<file path="src/rtl/adc_serial_reader.sv">
// Single-conversion SPI ADC reader: CONVST pulse, conversion wait, MSB-first serial capture.
// Define ADC_AVG_EN to average 2**AVG_LOG2 conversions per reported sample.
module adc_serial_reader #(
    parameter int DATA_W      = 16,
    parameter int CONV_CYCLES = 2,
    parameter int WAIT_CYCLES = 30,
    parameter int AVG_LOG2    = 2
) (
    input  logic              clk_10MHz,
    input  logic              reset,
    input  logic              locked,
    input  logic              adc_control,
    input  logic              adc_sdo,
    output logic              adc_convst,
    output logic              adc_cs_n,
    output logic              adc_sclk,
    output logic [DATA_W-1:0] sample_data,
    output logic              sample_valid,
    output logic              busy,
    output logic              overrun
);

    localparam int SHIFT_CYCLES = 2 * DATA_W;
    localparam int CNT_MAX_A    = (CONV_CYCLES > WAIT_CYCLES) ? CONV_CYCLES : WAIT_CYCLES;
    localparam int CNT_MAX      = (CNT_MAX_A > SHIFT_CYCLES) ? CNT_MAX_A : SHIFT_CYCLES;
    localparam int CNT_W        = $clog2(CNT_MAX);
    localparam logic [CNT_W-1:0] CONV_LAST  = CNT_W'(CONV_CYCLES - 1);
    localparam logic [CNT_W-1:0] WAIT_LAST  = CNT_W'(WAIT_CYCLES - 1);
    localparam logic [CNT_W-1:0] SHIFT_LAST = CNT_W'(SHIFT_CYCLES - 1);

    if (DATA_W < 2 || DATA_W > 32 || CONV_CYCLES < 1 || WAIT_CYCLES < 1 || AVG_LOG2 < 1) begin : g_bad_param
        $error("adc_serial_reader: parameter out of range");
    end

    typedef enum logic [2:0] {S_IDLE, S_CONV, S_WAIT, S_SHIFT, S_DONE} state_e;

    state_e              state_q, state_d;
    logic [CNT_W-1:0]    cnt_q, cnt_d;
    // Holds the first DATA_W-1 bits; the last bit is taken straight from adc_sdo.
    logic [DATA_W-2:0]   shift_q, shift_d;
    logic [DATA_W-1:0]   captured;
    logic                done_entry;
    logic                convst_q, convst_d, cs_n_q, cs_n_d, sclk_q, sclk_d;
    logic [DATA_W-1:0]   data_q, data_d;
    logic                valid_q, valid_d, busy_q, busy_d, overrun_q, overrun_d;
`ifdef ADC_AVG_EN
    localparam int ACC_W = DATA_W + AVG_LOG2;
    logic [ACC_W-1:0]    acc_q, acc_d, sum;
    logic [AVG_LOG2-1:0] avg_cnt_q, avg_cnt_d;

    function automatic logic [DATA_W-1:0] avg_trunc(input logic [ACC_W-1:0] s);
        return s[ACC_W-1:AVG_LOG2];
    endfunction
`endif

    always_ff @(posedge clk_10MHz) begin
        if (reset) begin
            state_q   <= S_IDLE;
            cnt_q     <= '0;
            shift_q   <= '0;
            convst_q  <= 1'b0;
            cs_n_q    <= 1'b1;
            sclk_q    <= 1'b0;
            data_q    <= '0;
            valid_q   <= 1'b0;
            busy_q    <= 1'b0;
            overrun_q <= 1'b0;
`ifdef ADC_AVG_EN
            acc_q     <= '0;
            avg_cnt_q <= '0;
`endif
        end else begin
            state_q   <= state_d;
            cnt_q     <= cnt_d;
            shift_q   <= shift_d;
            convst_q  <= convst_d;
            cs_n_q    <= cs_n_d;
            sclk_q    <= sclk_d;
            data_q    <= data_d;
            valid_q   <= valid_d;
            busy_q    <= busy_d;
            overrun_q <= overrun_d;
`ifdef ADC_AVG_EN
            acc_q     <= acc_d;
            avg_cnt_q <= avg_cnt_d;
`endif
        end
    end

    always_comb begin
        state_d = state_q;
        cnt_d   = cnt_q;
        case (state_q)
            S_IDLE: begin
                if (adc_control && locked) begin
                    state_d = S_CONV;
                    cnt_d   = '0;
                end
            end
            S_CONV: begin
                if (cnt_q == CONV_LAST) begin
                    state_d = S_WAIT;
                    cnt_d   = '0;
                end else begin
                    cnt_d = cnt_q + 1'b1;
                end
            end
            S_WAIT: begin
                if (cnt_q == WAIT_LAST) begin
                    state_d = S_SHIFT;
                    cnt_d   = '0;
                end else begin
                    cnt_d = cnt_q + 1'b1;
                end
            end
            S_SHIFT: begin
                if (cnt_q == SHIFT_LAST) begin
                    state_d = S_DONE;
                    cnt_d   = '0;
                end else begin
                    cnt_d = cnt_q + 1'b1;
                end
            end
            S_DONE: begin
                state_d = S_IDLE;
                cnt_d   = '0;
            end
            default: begin
                state_d = S_IDLE;
                cnt_d   = '0;
            end
        endcase
        // Lock loss aborts any conversion in progress.
        if (!locked) begin
            state_d = S_IDLE;
            cnt_d   = '0;
        end
    end

    // Outputs are registered from the next state so pins change together with the state.
    always_comb begin
        captured   = {shift_q, adc_sdo};
        shift_d    = shift_q;
        if (state_q == S_SHIFT && cnt_q[0]) begin
            shift_d = captured[DATA_W-2:0];
        end
        convst_d   = (state_d == S_CONV);
        cs_n_d     = (state_d != S_SHIFT);
        sclk_d     = (state_d == S_SHIFT) && cnt_d[0];
        busy_d     = (state_d != S_IDLE);
        overrun_d  = adc_control && locked && (state_q != S_IDLE);
        done_entry = (state_q == S_SHIFT) && (state_d == S_DONE);
        data_d     = data_q;
        valid_d    = 1'b0;
`ifdef ADC_AVG_EN
        acc_d      = acc_q;
        avg_cnt_d  = avg_cnt_q;
        sum        = acc_q + ACC_W'(captured);
        if (!locked && state_q != S_IDLE) begin
            acc_d     = '0;
            avg_cnt_d = '0;
        end else if (done_entry) begin
            if (&avg_cnt_q) begin
                data_d    = avg_trunc(sum);
                valid_d   = 1'b1;
                acc_d     = '0;
                avg_cnt_d = '0;
            end else begin
                acc_d     = sum;
                avg_cnt_d = avg_cnt_q + 1'b1;
            end
        end
`else
        if (done_entry) begin
            data_d  = captured;
            valid_d = 1'b1;
        end
`endif
    end

    assign adc_convst   = convst_q;
    assign adc_cs_n     = cs_n_q;
    assign adc_sclk     = sclk_q;
    assign sample_data  = data_q;
    assign sample_valid = valid_q;
    assign busy         = busy_q;
    assign overrun      = overrun_q;

endmodule

</file>
<file path="config.mk">
export PLATFORM = sky130hd
export DESIGN_NAME = adc_serial_reader
export DESIGN_NICKNAME = d
export VERILOG_FILES = /design/src/rtl/adc_serial_reader.sv
export SDC_FILE = /design/constraint.sdc
export NUM_CORES = 1
export LEC_CHECK = 0
export CORE_MARGIN = 10
export CORE_UTILIZATION = 35
export CTS_CLUSTER_DIAMETER = 200
export DETAILED_ROUTE_END_ITERATION = 16
export SLEW_MARGIN = 15
export SYNTH_ARGS = -nofsm -noshare
export SYNTH_HDL_FRONTEND = slang
export SYNTH_SLANG_ARGS = --single-unit
</file>
<file path="constraint.sdc">
create_clock -name clk_10MHz -period 2 [get_ports clk_10MHz]
set_input_delay 0.2 -clock clk_10MHz [delete_from_list [all_inputs] [get_ports clk_10MHz]]
set_output_delay 0.2 -clock clk_10MHz [all_outputs]
set_load 0.02 [all_outputs]
</file>
-- Word-level counts from Yosys, hierarchy flattened
Index checks and enable logic that the tools add are counted.
- register bits: 45
- $add $sub $neg: 1
- eq/ne operators: 11
- multiplexer cells: 13
- bitwise operators: 1
- reductions and logical operators: 9
- operators with widths (cell ; count):
    $mux 5 ; 4
    $pmux 5 s4 ; 1
    $mux 3 ; 5
    $pmux 3 s4 ; 1
    $eq 5x5->1 const B ; 2
    $eq 3x2->1 const B ; 3
    $eq 3x1->1 const B ; 2
    $reduce_bool 3->1 ; 2
    $add 5x1->5 const B ; 1
    $eq 5x1->1 const B ; 1
    $logic_and 1x1->1 ; 5
    $eq 3x3->1 const B ; 1
    $logic_not 3->1 ; 1
    $ne 3x2->1 const B ; 1
    $mux 1 ; 2
    $ne 2x2->1 const B ; 1
    $reduce_or 2->1 ; 1
    $not 1->1 ; 1

-- Longest topological paths before layout
Gate-level depths: netlist of run 1.
- depth in word-level cells: 7
- depth in mapped cells: 8
- mapped depth without buffers: 7

-- Least setup slack after synthesis of run 1
OpenSTA, ideal clock, no wires.
- kind: flip-flop to flip-flop
- from: register cnt_q[0]
- to: register busy_q, in the netlist busy
- setup time: 91 ps
- arrival: 1906 ps
- required time: 1909 ps
- setup slack: 3 ps
- cell stages (with the launch flop): 8
- path buffers: 0
- period minus slack after synthesis: 1997 ps
- cell sequence: dfxtp_1 -> ha_1 -> and3_2 -> ha_1 -> or4bb_1 -> o21ai_0 -> nor2_1 -> a311oi_1
- longest elaborated chain between the ends: 5
- ends and longest elaborated chain (item ; RTL line ; text):
    start, declared ; 38 ; logic [CNT_W-1:0] cnt_q, cnt_d;
    start signal, assigned ; 74 ; cnt_q <= cnt_d;
    $eq 5x5->1 (tied with other cells) ; 117 ; if (cnt_q == SHIFT_LAST) begin
    $mux 3, on equally long branches ; 117, 101, 109 ;
    $pmux 3 s4 (*) ; 93 ; case (state_q)
    $mux 3 (*) ; 134 ; if (!locked) begin
    $reduce_bool 3->1 (*) ; 150 ; busy_d = (state_d != S_IDLE);
    end signal, assigned ; 81 ; busy_q <= busy_d;
    end, declared ; 45 ; logic valid_q, valid_d, busy_q, busy_d, overrun_q, overrun_d;
Every way passes the cells marked *; elsewhere a longest branch is shown, timed or not.
A chain may end at the register's enable or synchronous reset.

-- Worst setup path after layout of run 1
- from: register cnt_q[1]
- to: register sclk_q, in the netlist adc_sclk
- longest elaborated chain between the ends: 6
- ends and longest elaborated chain (item ; RTL line ; text):
    $eq 5x5->1 (tied with other cells) ; 117 ;
    $mux 3, on equally long branches ; 117, 101, 109 ;
    $pmux 3 s4 ; 93 ;
    $mux 3 ; 134 ;
    $eq 3x2->1 ; 149 ; sclk_d = (state_d == S_SHIFT) && cnt_d[0];
    $logic_and 1x1->1 (*) ; 149 ;
    end signal, assigned ; 78 ; sclk_q <= sclk_d;
    end, declared ; 43 ; logic convst_q, convst_d, cs_n_q, cs_n_d, sclk_q, sclk_d;
Marked as above.

==> results.py, run 1 <==
metrics = {
    "worst_setup_path": {
        "crit_buf_inv": 0,
        "critPathMaxFanout": 3,
        "end_kind": "flop",
        "critical_path.top_delay_family": "simple AND/OR/NAND/NOR gates",
        "arrival_ns": 2.14,
        "startpoint_type": "flop",
        "critPathMaxStageDelay_ns": 0.55,
        "crit_top_cell": "ha_4",
        "path_class": "reg -> reg",
        "required_ns": 2.22,
        "crit_slowest_cell": "or4bb_4",
        "worstPathCellList": "ha_4 -> and3_4 -> ha_4 -> or4bb_4 -> o211a_4 -> nor3_4 -> nor3b_2",
    },
    "drt": {
        "drcViolationCount": 0,
        "postRouteAntennaNets": 0,
        "viasPerCell": 4.87,
        "wl_per_cell_um": 12.9,
        "vias": 1417,
        "firstDrtPassIters": 4,
        "drt_iter0_markers": 115,
        "wl_mm": 3.75,
    },
    "power_and_ir_drop": {
        "p_clk_share_pct": 41.4,
        "swShare_pct": 20.7,
        "share_comb_of_total_power_pct": 3.5,
        "p_leak_uw": 0.000789,
        "internal-power_uw": 1300,
        "power_density_nw_per_um2": 704,
        "ir_drop_mv": 0.437,
        "seqPwrFrac_pct": 55.1,
        "switchingPower_uw": 338,
    },
    "yosys": {
        "ys_warn_count": 0,
        "synth-seq-cells": 45,
        "synthesis.nets": 198,
        "syn_area_sq_um": 1780,
        "yosys_most_used_dff": "dfxtp_1",
        "avgSynthCellArea_sq_um": 9.34,
        "ys_seq_area_share_pct": 50.7,
        "synthDistinctLibCells": 37,
        "synth_edf_count": 0,
        "async_flop_share_pct": 0,
        "syn_inst": 190,
    },
    "clock_tree": {
        "cts_buffer_depth": 2,
        "ctsHtreeMaxLevel": 2,
        "cts_sinks": 45,
        "cts_tree": "built",
        "ctsHoldBuffers": 0,
        "clock_latency_ns": 0.30,
        "cts_buffers": 5,
        "cts-root-buf": "clkbuf_8",
        "clkTransAtPathRegs_ns": 0.08,
    },
    "timing": {
        "hold_ws_ns": 0.463,
        "finClkSkew_ns": 0.00688,
        "layout_min_cycle_time_ns": 1.92,
        "finalMaxSlewViolations": 0,
        "tightestPinTransition_ns": 0.535,
        "maxSlewHeadroom_pct": 64.3,
        "finalCritPeriodShare_pct": 95.8,
        "fmax_mhz": 522,
        "setup_viol": 0,
        "timing.final.hold_violations": 0,
        "tns_ns": 0,
        "rsz0062_at_grt": "no",
    },
    "place": {
        "io_buffers": 26,
        "dpl.hpwl_mm": 2.56,
        "dpl-instance-area_sq_um": 2120,
        "gp_congestion": 0.815,
    },
    "hold_path": {
        "hp-class": "reg -> reg",
    },
    "floorplanning": {
        "pin_count": 27,
        "num_rows": 25,
        "coreArea_sq_um": 4820,
        "initial_core_util_pct": 36.9,
        "dieArea_sq_um": 8320,
        "die_h_um": 91.2,
        "die_w_um": 91.2,
    },
    "global_routing": {
        "grt_usage_pct": 9.41,
        "antenna_found_initial": 0,
        "globalRoute.totalOverflow": 0,
        "grt_max_degree": 35,
        "grt_pass1_vias": 1361,
        "grt_pass1_wl_mm": 6.55,
    },
    "cells_and_area": {
        "final.fill_count": 482,
        "diodes": 0,
        "drive_above_1_share_pct": 17.4,
        "final_cell_area_sq_um": 2320,
        "final_cell_mix": "dfxtp_1 (43), nand2_1 (36), clkdlybuf4s50_1 (26), nor2_1 (22), a21oi_1 (19)",
        "fin_nets": 231,
        "final_common_cell": "dfxtp_1",
        "synthToLayoutAreaGrowth_pct": 30.7,
    },
    "job": {
        "max_cap_violations": 0,
    },
    "outcome": {
        "outcome": "completed",
    },
}
final timing paths:
| check | cells past startpoint | to | slack [ns] | startpoint |
|---|---|---|---|---|
| max | 7 | adc_sclk | 0.08 | cnt_q[1] |
| min | 2 | shift_q[14] | 0.46 | shift_q[14] |
| max reg2reg | 7 | adc_sclk | 0.08 | cnt_q[1] |
| min reg2reg | 2 | shift_q[14] | 0.46 | shift_q[14] |
sequential cells by signal (all words and copies together), names as in the netlist:
name / count
cnt_q: 5
adc_sclk: 1
adc_cs_n: 1
overrun: 1
sample_valid: 1
shift_q: 15
state_q: 3
adc_convst: 1
sample_data: 16
busy: 1
metrics by stage:
| stage | setup slack [ns] | util, % | std cells | total power (uW) |
|---|---|---|---|---|
| after floorplan | 0.00282 | - | 190 | 951 |
| after global placement | -0.00294 | 44.1 | 281 | 974 |
| after detailed placement | -0.0550 | 44.1 | 281 | 974 |
| after CTS | 0.00151 | 47.8 | 291 | 1650 |
| after global routing | 0.0185 | 48.2 | 291 | 1700 |
| final | 0.0844 | 48.2 | 291 | 1630 |
cells by family (layout without fill, tap and decap cells):
| family | after synthesis | in the layout | share of synthesized area, % |
|---|---|---|---|
| flip-flops | 45 | 45 | 50.7 |
| multiplexers | 17 | 17 | 9.58 |
| AND/OR/NAND/NOR | 84 | 84 | 24.1 |
| buffers and inverters | 13 | 47 | 4.16 |
| adder cells (fa/ha/maj) | 3 | 3 | 2.11 |
| AO/OA/AOI/OAI | 28 | 28 | 9.30 |
what timing repair did:
item,CTS,global route
resized for setup,13,2
gates cloned,0,0
buffers inserted,2,0
endpoints found under the setup margin,5,3
pin swaps,5,2
power by group through the flow:
stage	Combinational (uW)	Sequential, uW	Clock (uW)
after detailed placement	53.4	921	0
after floorplan	28.1	923	0
after global placement	53.1	921	0
final	57.3	900	677
after CTS	56.7	900	697
after global routing	63.2	901	737
routing by layer:
metal,GRT usage [%],vias up,routed length [um],share of wire (%)
met5,0,-,0,0
met4,5.09,0,87,2.3
met3,3.87,9,224,6.0
met2,14.2,26,1680,45
met1,11.1,668,1750,47
li1,-,714,-,-
cell usage after synthesis (3+ instances only):
master | instances | area share, %
nor2_1 | 23 | 4.9
nand3_1 | 3 | 0.85
dfxtp_1 | 45 | 51
ha_1 | 3 | 2.1
clkbuf_1 | 6 | 1.3
a21oi_1 | 19 | 5.4
mux2i_1 | 17 | 9.6
nand2_1 | 36 | 7.6
tightest hold or removal path: stages (launching register included):
cell,delay (ns)
dfxtp_1,0.32
nand2_1,0.05
a21oi_1,0.05
layout make-up:
| cell class | count | area [sq um] | area share, % |
|---|---|---|---|
| Sequential cell | 45 | 903 | 38.9 |
| Multi-Input combinational cell | 132 | 868 | 37.4 |
| Timing Repair Buffer | 38 | 350 | 15.1 |
| Clock buffer | 6 | 72.6 | 3.13 |
| Inverter | 1 | 3.75 | 0.162 |
| Tap cell | 67 | 83.8 | 3.61 |
| Clock inverter | 2 | 38.8 | 1.67 |
No activity file was read; power rests on OpenSTA's default activity.
==> run 2: changes to the inputs <==
--- a/config.mk
+++ b/config.mk
@@ -9,6 +9,7 @@
 export CORE_UTILIZATION = 35
 export CTS_CLUSTER_DIAMETER = 200
 export DETAILED_ROUTE_END_ITERATION = 16
+export DONT_BUFFER_PORTS = 1
 export SLEW_MARGIN = 15
 export SYNTH_ARGS = -nofsm -noshare
 export SYNTH_HDL_FRONTEND = slang
==> run 2 against run 1 <==
Against the previous run: non-clock buffer count fell by 26; critical path depth did not move; critical endpoint unchanged; cell count fell by 8.9%; highest routed layer unchanged; critical path type unchanged.
==> results.py, run 2 (synthesis results as in run 1) <==
metrics = {
    "outcome": {
        "outcome": "completed",
    },
    "drt": {
        "wl_mm": 3.71,
        "drt_iter0_markers": 87,
        "drcViolationCount": 0,
        "firstDrtPassIters": 4,
        "postRouteAntennaNets": 0,
        "met2_length_mm": 1.70,
        "top_layer": "met4",
        "wl_per_cell_um": 14.0,
        "vias": 1269,
        "viasPerCell": 4.79,
        "wl_met1_mm": 1.74,
        "met3_length_um": 204,
    },
    "clock_tree": {
        "cts_sinks": 45,
        "ctsHtreeMaxLevel": 2,
        "cts_tree": "built",
        "clkTransAtPathRegs_ns": 0.08,
        "cts_buffers": 5,
        "clock_latency_ns": 0.29,
        "post_cts_buffers": 0,
        "cts-root-buf": "clkbuf_8",
        "cts_buffer_depth": 2,
    },
    "power_and_ir_drop": {
        "ir_drop_mv": 0.334,
        "p_leak_uw": 0.000697,
        "power_density_nw_per_um2": 743,
    },
    "place": {
        "gp_congestion": 0.822,
        "dpl.hpwl_mm": 2.47,
        "pre_cts_ws_ns": -0.0292,
        "io_buffers": 0,
    },
    "hold_path": {
        "hp-class": "in -> reg",
    },
    "timing": {
        "maxSlewHeadroom_pct": 66.4,
        "layout_min_cycle_time_ns": 1.94,
        "timing.final.hold_violations": 0,
        "setup_viol": 0,
        "finClkSkew_ns": 0.00475,
        "rsz0062_at_grt": "no",
        "tightestPinTransition_ns": 0.503,
        "fmax_mhz": 516,
        "setup_ws_ns": 0.0637,
        "finalMaxSlewViolations": 0,
        "tns_ns": 0,
        "finalCritPeriodShare_pct": 96.8,
    },
    "floorplanning": {
        "die_h_um": 91.2,
        "dieArea_sq_um": 8320,
        "num_rows": 25,
        "initial_core_util_pct": 36.9,
        "coreArea_sq_um": 4820,
        "pin_count": 27,
        "die_w_um": 91.2,
    },
    "worst_setup_path": {
        "critPathMaxStageDelay_ns": 0.56,
        "required_ns": 2.23,
        "arrival_ns": 2.16,
        "crit_top_cell": "ha_4",
        "end_kind": "flop",
        "worstPathCellList": "ha_4 -> and3_4 -> ha_4 -> or4bb_4 -> o211a_4 -> nor3_4 -> nor3b_2",
        "critPathMaxFanout": 3,
        "crit_slowest_cell": "or4bb_4",
        "startpoint_type": "flop",
        "path_class": "reg -> reg",
    },
    "global_routing": {
        "grt_pass1_vias": 1226,
        "grt_max_degree": 35,
        "antenna_found_initial": 0,
        "grt_pass1_wl_mm": 6.16,
        "globalRoute.totalOverflow": 0,
        "grt_usage_pct": 9.02,
    },
    "cells_and_area": {
        "fin_nets": 205,
        "final_cell_mix": "dfxtp_1 (43), nand2_1 (36), nor2_1 (22), a21oi_1 (19), mux2i_1 (17)",
        "largest_reg_flops": 16,
        "final.fill_count": 477,
        "multi_input_area_sq_um": 858,
        "synthToLayoutAreaGrowth_pct": 16.1,
        "drive_above_1_share_pct": 19.2,
        "register_area_sq_um": 903,
        "diodes": 0,
        "final_common_cell": "dfxtp_1",
    },
    "job": {
        "max_cap_violations": 0,
    },
}
==> run 2: worst paths after layout <==
check,cells past startpoint,from,slack (ns),endpoint
max,7,cnt_q[0],0.06,adc_sclk
min,2,adc_sdo,0.06,sample_data[0]
max reg2reg,7,cnt_q[0],0.06,adc_sclk
min reg2reg,2,shift_q[7],0.47,shift_q[8]
==> run 2: cell type report <==
cell class              instances  share of cell area, %
flip-flops and latches         45                   43.8
clock inverters                 2                  0.668
well taps                      67                   4.07
repair buffers                 12                   5.59
clock buffers                   6                   4.01
multi-input cells             132                   41.7
inverters                       1                  0.182
==> run 2: repair_timing <==
| action | 4_1_cts | 5_1_grt |
|---|---|---|
| gates resized for setup | 14 | 0 |
| hold buffers | 1 | 0 |
| endpoints found under the hold margin | 34 | 0 |
| endpoints found under the setup margin | 6 | 5 |
| pin swaps | 3 | 3 |
==> run 2: metrics by stage <==
stage	total power, uW	cell area [sq um]	instances	hold WS [ns]	utilization, %
2_1_floorplan	951	1780	190	0.336	-
6_report	1530	2060	265	0.0552	42.8
3_5_place_dp	952	1880	256	0.278	39.1
4_1_cts	1560	2060	265	0.0268	42.8
5_1_grt	1610	2060	265	0.0631	42.8
3_3_place_gp	952	1880	256	0.274	39.1
==> run 2: layer usage <==
layer  track usage, %  vias to the layer above
met2             13.8                       22
li1                 -                      667
met1             11.0                      575
met3             3.46                        5
met4             3.92                        0
met5                0                        -
==> run 2: worst max-delay path, delay by kind of cell, from the launching register on <==
| family | cells | cell delay (ns) |
|---|---|---|
| compound gates | 1 | 0.18 |
| fa+ha+maj | 2 | 0.31 |
| flops | 1 | 0.34 |
| simple gates | 4 | 1.04 |
==> run 2: where the power goes <==
group          leakage [uW]  switching (uW)  internal [uW]  total, uW
Combinational      0.000283            27.3           18.5       45.8
Clock             0.0000512             304            280        584
Sequential         0.000364            4.49            898        902
